$ cat config.mk
export PLATFORM = sky130hd
export DESIGN_NAME = adxl362_sample_ctrl_flat
export DESIGN_NICKNAME = d
export VERILOG_FILES = /design/src/rtl/adxl362_sample_ctrl_if.sv /design/src/rtl/adxl362_sample_ctrl.sv /design/src/flat_wrapper.sv
export SDC_FILE = /design/constraint.sdc
export NUM_CORES = 1
export LEC_CHECK = 0
export ABC_AREA = 1
export CAP_MARGIN = 5
export CORE_MARGIN = 3
export CORE_UTILIZATION = 58
export CTS_CLUSTER_DIAMETER = 120
export DETAILED_ROUTE_END_ITERATION = 7
export PLACE_DENSITY = 0.84
export SYNTH_ARGS = -nofsm -noshare
export SYNTH_HDL_FRONTEND = slang
export SYNTH_SLANG_ARGS = --single-unit
$ cat constraint.sdc
create_clock -name clk -period 2.5 [get_ports clk]
set_clock_uncertainty 0.2 [all_clocks]
set_input_delay 0.375 -clock clk [delete_from_list [all_inputs] [get_ports clk]]
set_output_delay 0.375 -clock clk [all_outputs]
set_load 0.005 [all_outputs]
$ cat src/rtl/adxl362_sample_ctrl_if.sv
// Byte-level SPI master handshake between the ADXL362 sequencer
// and the shift engine that drives the pins.
interface adxl362_sample_ctrl_if;
    logic       spi_start;
    logic [7:0] spi_tx;
    logic       spi_done;
    logic [7:0] spi_rx;

    modport master (
        output spi_start,
        output spi_tx,
        input  spi_done,
        input  spi_rx
    );

    modport slave (
        input  spi_start,
        input  spi_tx,
        output spi_done,
        output spi_rx
    );
endinterface

$ cat src/rtl/adxl362_sample_ctrl.sv
// ADXL362 burst-read sequencer: triggers a 6-byte XYZ read over the
// byte SPI master and publishes the result as three atomic words.
module adxl362_sample_ctrl #(
    parameter int unsigned SAMPLE_DIV   = 100000,
    parameter int unsigned CS_SETUP_CYC = 4,
    parameter logic [7:0]  CMD_READ     = 8'h0B,
    parameter logic [7:0]  START_ADDR   = 8'h0E
) (
    input  logic        clk,
    input  logic        reset_n,
    input  logic        enable,
    input  logic        trig_mode,
    input  logic        sw_req,
    input  logic        int1,
    adxl362_sample_ctrl_if.master spi,
    output logic        ncs_o,
    output logic [15:0] x_data,
    output logic [15:0] y_data,
    output logic [15:0] z_data,
    output logic        sample_valid,
    output logic [15:0] sample_count,
    output logic        busy,
    output logic        overrun,
    input  logic        overrun_clr
);

    localparam int TW = (SAMPLE_DIV > 2) ? $clog2(SAMPLE_DIV) : 1;
    localparam int CW = $clog2(CS_SETUP_CYC + 1);
    localparam logic [TW-1:0] TIMER_RLD = TW'(SAMPLE_DIV - 1);
    localparam logic [CW-1:0] CS_RLD    = CW'(CS_SETUP_CYC - 1);

    typedef enum logic [2:0] {
        S_IDLE,
        S_CS_SETUP,
        S_CMD,
        S_ADDR,
        S_DATA,
        S_CS_HOLD,
        S_UPDATE
    } state_t;

    state_t state_q, state_d;

    logic          int1_s1, int1_s2, int1_s3;
    logic          int1_rise;
    logic [TW-1:0] timer;
    logic          timer_run;
    logic          tick;
    logic          trig;
    logic          pending;
    logic          launch;
    logic          issued;
    logic          wait_done;
    logic [CW-1:0] cnt;
    logic          cnt_zero;
    logic [2:0]    idx;
    logic          idx_last;
    logic [7:0]    shadow [6];

    assign int1_rise = int1_s2 & ~int1_s3;
    assign timer_run = enable & ~trig_mode;
    assign tick      = timer_run & (timer == '0);
    assign trig      = enable & (sw_req | (trig_mode ? int1_rise : tick));
    assign launch    = (state_q == S_IDLE) & pending;
    assign wait_done = issued & spi.spi_done;
    assign cnt_zero  = (cnt == '0);
    assign idx_last  = (idx == 3'd5);
    assign busy      = (state_q != S_IDLE);

    always_ff @(posedge clk or negedge reset_n) begin
        if (!reset_n) begin
            int1_s1 <= 1'b0;
            int1_s2 <= 1'b0;
            int1_s3 <= 1'b0;
        end else begin
            int1_s1 <= int1;
            int1_s2 <= int1_s1;
            int1_s3 <= int1_s2;
        end
    end

    // Timer sits at its reload value whenever periodic mode is idle.
    always_ff @(posedge clk or negedge reset_n) begin
        if (!reset_n) begin
            timer <= TIMER_RLD;
        end else if (!timer_run || timer == '0) begin
            timer <= TIMER_RLD;
        end else begin
            timer <= timer - 1'b1;
        end
    end

    always_ff @(posedge clk or negedge reset_n) begin
        if (!reset_n) begin
            pending <= 1'b0;
            overrun <= 1'b0;
        end else begin
            if (!enable) begin
                pending <= 1'b0;
            end else if (launch) begin
                pending <= trig;
            end else if (trig) begin
                pending <= 1'b1;
            end
            if (trig && pending && !launch) begin
                overrun <= 1'b1;
            end else if (overrun_clr) begin
                overrun <= 1'b0;
            end
        end
    end

    always_ff @(posedge clk or negedge reset_n) begin
        if (!reset_n) begin
            state_q <= S_IDLE;
        end else begin
            state_q <= state_d;
        end
    end

    always_comb begin
        state_d       = state_q;
        spi.spi_start = 1'b0;
        spi.spi_tx    = 8'h00;
        unique case (state_q)
            S_IDLE: begin
                if (pending) state_d = S_CS_SETUP;
            end
            S_CS_SETUP: begin
                if (cnt_zero) state_d = S_CMD;
            end
            S_CMD: begin
                spi.spi_start = ~issued;
                spi.spi_tx    = CMD_READ;
                if (wait_done) state_d = S_ADDR;
            end
            S_ADDR: begin
                spi.spi_start = ~issued;
                spi.spi_tx    = START_ADDR;
                if (wait_done) state_d = S_DATA;
            end
            S_DATA: begin
                spi.spi_start = ~issued;
                if (wait_done && idx_last) state_d = S_CS_HOLD;
            end
            S_CS_HOLD: begin
                if (cnt_zero) state_d = S_UPDATE;
            end
            S_UPDATE: begin
                state_d = S_IDLE;
            end
            default: begin
                state_d = S_IDLE;
            end
        endcase
    end

    // issued marks the wait phase of a byte; done pulses outside it are dropped.
    always_ff @(posedge clk or negedge reset_n) begin
        if (!reset_n) begin
            issued <= 1'b0;
        end else if (spi.spi_start) begin
            issued <= 1'b1;
        end else if (wait_done) begin
            issued <= 1'b0;
        end
    end

    always_ff @(posedge clk or negedge reset_n) begin
        if (!reset_n) begin
            cnt   <= '0;
            ncs_o <= 1'b1;
        end else begin
            unique case (state_q)
                S_IDLE: begin
                    if (launch) begin
                        cnt   <= CS_RLD;
                        ncs_o <= 1'b0;
                    end
                end
                S_CS_SETUP: begin
                    if (!cnt_zero) cnt <= cnt - 1'b1;
                end
                S_DATA: begin
                    if (wait_done && idx_last) cnt <= CS_RLD;
                end
                S_CS_HOLD: begin
                    if (cnt_zero) begin
                        ncs_o <= 1'b1;
                    end else begin
                        cnt <= cnt - 1'b1;
                    end
                end
                default: begin
                end
            endcase
        end
    end

    always_ff @(posedge clk or negedge reset_n) begin
        if (!reset_n) begin
            idx <= '0;
            for (int i = 0; i < 6; i++) shadow[i] <= '0;
        end else begin
            if (state_q == S_ADDR && wait_done) begin
                idx <= '0;
            end
            if (state_q == S_DATA && wait_done) begin
                shadow[idx] <= spi.spi_rx;
                if (!idx_last) idx <= idx + 1'b1;
            end
        end
    end

    // Published words only move here, so readers never see a mixed sample.
    always_ff @(posedge clk or negedge reset_n) begin
        if (!reset_n) begin
            x_data       <= '0;
            y_data       <= '0;
            z_data       <= '0;
            sample_valid <= 1'b0;
            sample_count <= '0;
        end else begin
            sample_valid <= (state_q == S_UPDATE);
            if (state_q == S_UPDATE) begin
                x_data       <= {shadow[1], shadow[0]};
                y_data       <= {shadow[3], shadow[2]};
                z_data       <= {shadow[5], shadow[4]};
                sample_count <= sample_count + 1'b1;
            end
        end
    end

endmodule
$ cat src/flat_wrapper.sv
// flat-port wrapper written by rule: the top's interface ports become plain ports
module adxl362_sample_ctrl_flat 
#(
    parameter int unsigned SAMPLE_DIV   = 100000,
    parameter int unsigned CS_SETUP_CYC = 4,
    parameter logic [7:0]  CMD_READ     = 8'h0B,
    parameter logic [7:0]  START_ADDR   = 8'h0E
)
  (clk, reset_n, enable, trig_mode, sw_req, int1, ncs_o, x_data, y_data, z_data, sample_valid, sample_count, busy, overrun, overrun_clr, spi_spi_start, spi_spi_tx, spi_spi_done, spi_spi_rx);
  adxl362_sample_ctrl_if spi_i ();
  input  logic clk;
  input  logic reset_n;
  input  logic enable;
  input  logic trig_mode;
  input  logic sw_req;
  input  logic int1;
  output logic ncs_o;
  output logic [15:0] x_data;
  output logic [15:0] y_data;
  output logic [15:0] z_data;
  output logic sample_valid;
  output logic [15:0] sample_count;
  output logic busy;
  output logic overrun;
  input  logic overrun_clr;
  output wire logic [$bits(spi_i.spi_start)-1:0] spi_spi_start;
  output wire logic [$bits(spi_i.spi_tx)-1:0] spi_spi_tx;
  input wire logic [$bits(spi_i.spi_done)-1:0] spi_spi_done;
  input wire logic [$bits(spi_i.spi_rx)-1:0] spi_spi_rx;
  assign spi_spi_start = spi_i.spi_start;
  assign spi_spi_tx = spi_i.spi_tx;
  assign spi_i.spi_done = spi_spi_done;
  assign spi_i.spi_rx = spi_spi_rx;
  adxl362_sample_ctrl #(.SAMPLE_DIV(SAMPLE_DIV), .CS_SETUP_CYC(CS_SETUP_CYC), .CMD_READ(CMD_READ), .START_ADDR(START_ADDR)) u_core (.clk(clk), .reset_n(reset_n), .enable(enable), .trig_mode(trig_mode), .sw_req(sw_req), .int1(int1), .spi(spi_i), .ncs_o(ncs_o), .x_data(x_data), .y_data(y_data), .z_data(z_data), .sample_valid(sample_valid), .sample_count(sample_count), .busy(busy), .overrun(overrun), .overrun_clr(overrun_clr));
endmodule
==> run_summary.xml <==
<?xml version="1.0" encoding="UTF-8"?>
<metrics>
  <group name="yosys">
    <metric name="synth.yosys.seq_area_share" unit="%">57.4</metric>
    <metric name="synth-edff-count" unit="">0</metric>
    <metric name="netlist.area_leader.share" unit="%">52.9</metric>
    <metric name="synth_cells" unit="">714</metric>
    <metric name="ranking_of_synthesized_cells_by_area" unit="">dfrtp_1 53%, nand2_1 17%, dfstp_2 4.5%</metric>
    <metric name="synthesis.area" unit="sq um">6380</metric>
    <metric name="synth_most_common_cell" unit="">nand2_1</metric>
    <metric name="avgSynthCellArea" unit="sq um">8.94</metric>
    <metric name="yosys.cell_types.count" unit="">36</metric>
    <metric name="cell_taking_the_most_area_after_synthesis" unit="">dfrtp_1</metric>
    <metric name="yosysWarnings" unit="">0</metric>
    <metric name="postSynth.topFlopCell" unit="">dfrtp_1</metric>
    <metric name="yosys-top-cells-count" unit="">287 x nand2_1, 135 x dfrtp_1, 59 x nor2_1</metric>
    <metric name="ys_ff_latch" unit="">146</metric>
    <metric name="async_reset_ff_share" unit="%">100</metric>
  </group>
  <group name="setup_path">
    <metric name="worst-endpoint-arrival" unit="ns">1.85</metric>
    <metric name="crit_chain" unit="">inv_1, nand3_1, inv_1, clkdlybuf4s50_1</metric>
    <metric name="setup.reg_to_reg.worst_slack" unit="ns">0.49</metric>
    <metric name="cp-start-kind" unit="">register</metric>
    <metric name="critical_path_depth" unit="">4</metric>
    <metric name="crit_path_top_cell_by_count" unit="">inv_1</metric>
    <metric name="r2r-end" unit="">u_core.y_data[6]</metric>
    <metric name="worst-r2r-cell-count" unit="">7</metric>
    <metric name="cp_slowest_cell" unit="">clkdlybuf4s50_1</metric>
    <metric name="crit_fanout" unit="">5</metric>
    <metric name="critical_path_rt" unit="ns">1.92</metric>
    <metric name="critical-path-max-stage-delay" unit="ns">0.50</metric>
    <metric name="criticalPathCategory" unit="">reg2out</metric>
    <metric name="reg2reg_from" unit="">u_core.state_q[1]</metric>
    <metric name="cp_num_buf_inv" unit="">3</metric>
    <metric name="timing.critical_path.from" unit="">u_core.state_q[0]</metric>
    <metric name="critical_path.endpoint_type" unit="">output pin</metric>
    <metric name="path_delay_family" unit="">buffers and inverters</metric>
  </group>
  <group name="cts">
    <metric name="cts_tree" unit="">built</metric>
    <metric name="clock-sinks" unit="">146</metric>
    <metric name="max-clock-path-buffers" unit="">2</metric>
    <metric name="insertion_delay" unit="ns">0.53</metric>
    <metric name="tritoncts.num_buffers" unit="">17</metric>
    <metric name="htree_num_levels" unit="">4</metric>
    <metric name="clk_transition_reported_paths" unit="ns">0.06</metric>
    <metric name="cts_root_buffer" unit="">clkbuf_8</metric>
  </group>
  <group name="hold_path">
    <metric name="holdPathStages" unit="">1</metric>
    <metric name="whs_endpoint" unit="">u_core.int1_s1</metric>
    <metric name="hold_path.class" unit="">in2reg</metric>
    <metric name="min_from" unit="">int1</metric>
  </group>
  <group name="layout">
    <metric name="synthToLayoutAreaGrowth" unit="%">25.3</metric>
    <metric name="post_layout_nonfiller_instances" unit="">962</metric>
    <metric name="multi_input_area" unit="sq um">2380</metric>
    <metric name="final-seq-area" unit="sq um">3670</metric>
    <metric name="layout-drive-gt1-share" unit="%">11.6</metric>
    <metric name="fin_area" unit="sq um">8000</metric>
    <metric name="finish.net_count" unit="">836</metric>
    <metric name="fillCellCount" unit="">697</metric>
    <metric name="diodes" unit="">0</metric>
  </group>
  <group name="power">
    <metric name="leakage" unit="nW">3.98</metric>
    <metric name="power_per_cell_area" unit="nW/um^2">802</metric>
    <metric name="vdd_ir_drop_max" unit="mV">0.493</metric>
    <metric name="p_total" unit="mW">6.42</metric>
  </group>
  <group name="route">
    <metric name="detail-route-antenna-nets" unit="">0</metric>
    <metric name="route.final.wire_length" unit="mm">14.9</metric>
    <metric name="detailedRoute.firstIterationViolations" unit="">474</metric>
    <metric name="detail_route.drc_violations" unit="">0</metric>
    <metric name="detail_route.wl_per_cell" unit="um">15.4</metric>
    <metric name="route.detailed.vias_per_inst" unit="">5.38</metric>
    <metric name="dr_total_vias" unit="">5178</metric>
    <metric name="dr.pass1.iters" unit="">5</metric>
  </group>
  <group name="floorplan">
    <metric name="die-area" unit="sq um">12300</metric>
    <metric name="initial_utilization" unit="%">60.8</metric>
    <metric name="number_of_core_rows" unit="">37</metric>
    <metric name="die_w" unit="um">111</metric>
    <metric name="core_area" unit="sq um">10500</metric>
    <metric name="die-height" unit="um">111</metric>
    <metric name="num_io_pins" unit="">93</metric>
  </group>
  <group name="sta">
    <metric name="timing_hold_violations_final" unit="">0</metric>
    <metric name="slew_viol_final" unit="">0</metric>
    <metric name="min_period_over_period" unit="%">97.1</metric>
    <metric name="min_period" unit="ns">2.43</metric>
    <metric name="finalSetupViolCount" unit="">0</metric>
    <metric name="achievable-frequency" unit="MHz">412</metric>
  </group>
  <group name="placed_design">
    <metric name="post-place-cells" unit="">926</metric>
    <metric name="finalWeightedCongestion" unit="">0.901</metric>
    <metric name="io_buffers" unit="">88</metric>
    <metric name="dp_hpwl" unit="mm">9.87</metric>
    <metric name="dpl_cell_area" unit="sq um">7360</metric>
  </group>
  <group name="job">
    <metric name="timing.max_cap.violations" unit="">0</metric>
  </group>
  <group name="global_routing">
    <metric name="grt_overflow" unit="">0</metric>
    <metric name="number_of_global_route_vias_before_repair" unit="">5128</metric>
    <metric name="antenna_found_initial" unit="">0</metric>
    <metric name="grt_first_pass_wirelength" unit="mm">25.0</metric>
    <metric name="largest_net_degree_at_the_start_of_global_routing" unit="">51</metric>
    <metric name="grtUsageTotal" unit="%">25.1</metric>
  </group>
  <group name="run_status">
    <metric name="status" unit="">finished clean</metric>
  </group>
</metrics>
-- how the worst max path moves through the flow --
stage / slack, ns / endpoint
floorplan: 0.84 / u_core.cnt[2]
CTS: 0.01 / spi_spi_tx[2]
global placement: 0.44 / u_core.shadow[15]
detailed placement: 0.37 / u_core.shadow[10]
global route: -0.009 / spi_spi_tx[0]
finish: 0.07 / spi_spi_tx[0]
-- flip-flops by register name (all words and copies together) (netlist names) --
| signal | flops |
|---|---|
| u_core.idx | 3 |
| u_core.ncs_o | 1 |
| u_core.int1_s1 | 1 |
| u_core.pending | 1 |
| u_core.sample_valid | 1 |
| u_core.issued | 1 |
| u_core.timer | 17 |
| u_core.shadow | 48 |
| u_core.int1_s2 | 1 |
| u_core.overrun | 1 |
| u_core.sample_count | 16 |
| u_core.int1_s3 | 1 |
| u_core.state_q | 3 |
| u_core.z_data | 16 |
| u_core.x_data | 16 |
| u_core.y_data | 16 |
| u_core.cnt | 3 |
-- worst reg2reg max path, cell delays in order, from the launching register on --
cell	delay, ns
dfrtp_2	0.43
buf_4	0.14
buf_4	0.09
nand3_2	0.22
inv_1	0.32
buf_4	0.33
nand2_1	0.14
nand2_1	0.08
-- power breakdown --
part / total (mW) / switching, mW / internal (mW)
Combinational: 1.12 / 0.629 / 0.493
Sequential: 2.79 / 0.208 / 2.58
Clock: 2.50 / 1.10 / 1.40
-- layout make-up --
type	instances	area share, %
inverter	52	2.44
clock inverter	14	1.99
sequential	146	45.9
timing repair buffer	101	12.5
clock buffer	18	5.35
tap	136	2.13
multi-input combinational	495	29.7
-- stage by stage --
stage               setup TNS (ns)  utilization [%]  setup WS [ns]  hold WS [ns]
finish                           0             76.1         0.0718        0.0864
floorplan                        0                -          0.839        -0.121
detailed placement               0             70.0          0.368         0.143
CTS                              0             75.9         0.0109        0.0747
global route               -0.0139             76.1       -0.00862        0.0619
global placement                 0             70.0          0.445         0.132
-- per-layer routing --
metal | share of wire (%) | track usage, % | up-vias
met2 | 52 | 41.7 | 192
met5 | 0 | 0 | -
met4 | 1.7 | 8.95 | 0
li1 | - | - | 2437
met1 | 40 | 32.2 | 2523
met3 | 6.7 | 6.28 | 26
-- cells by family (layout without fill, tap and decap cells) --
family	count (synthesis)	in the layout	synth area share (%)
AND/OR/NAND/NOR	396	396	26.7
XOR/XNOR	12	12	1.65
other	1	4	0.0587
adder cells (fa/ha/maj)	7	7	1.37
AO/OA/AOI/OAI	76	76	7.05
flip-flops	146	146	57.4
buffers and inverters	76	185	5.74
-- timing repair --
action,CTS,global route
endpoints found under the setup margin,2,2
gates resized for setup,4,4
hold endpoints to repair,46,0
pin swaps,0,2
hold buffers,1,0
buffers inserted,2,1
-- cell usage in the layout, fill, tap and decap left out, types with 2 or more instances in the layout --
cell type,n
nand2_1,287
dfrtp_1,132
clkdlybuf4s50_1,86
nor2_1,59
inv_1,49
o21ai_1,38
nand3_1,25
clkbuf_16,16
o21ai_2,15
buf_4,11
dfstp_2,11
o21ai_0,10
a21oi_1,7
xnor2_1,7
ha_1,7
nand4_1,5
xor2_1,5
inv_6,5
inv_8,5
nand4_4,4
conb_1,4
inv_2,3
nand2_2,3
dfrtp_2,3
nor2_4,2
a21boi_1,2
nand3_4,2
clkbuf_8,2
No activity file was read; power rests on OpenSTA's default activity.
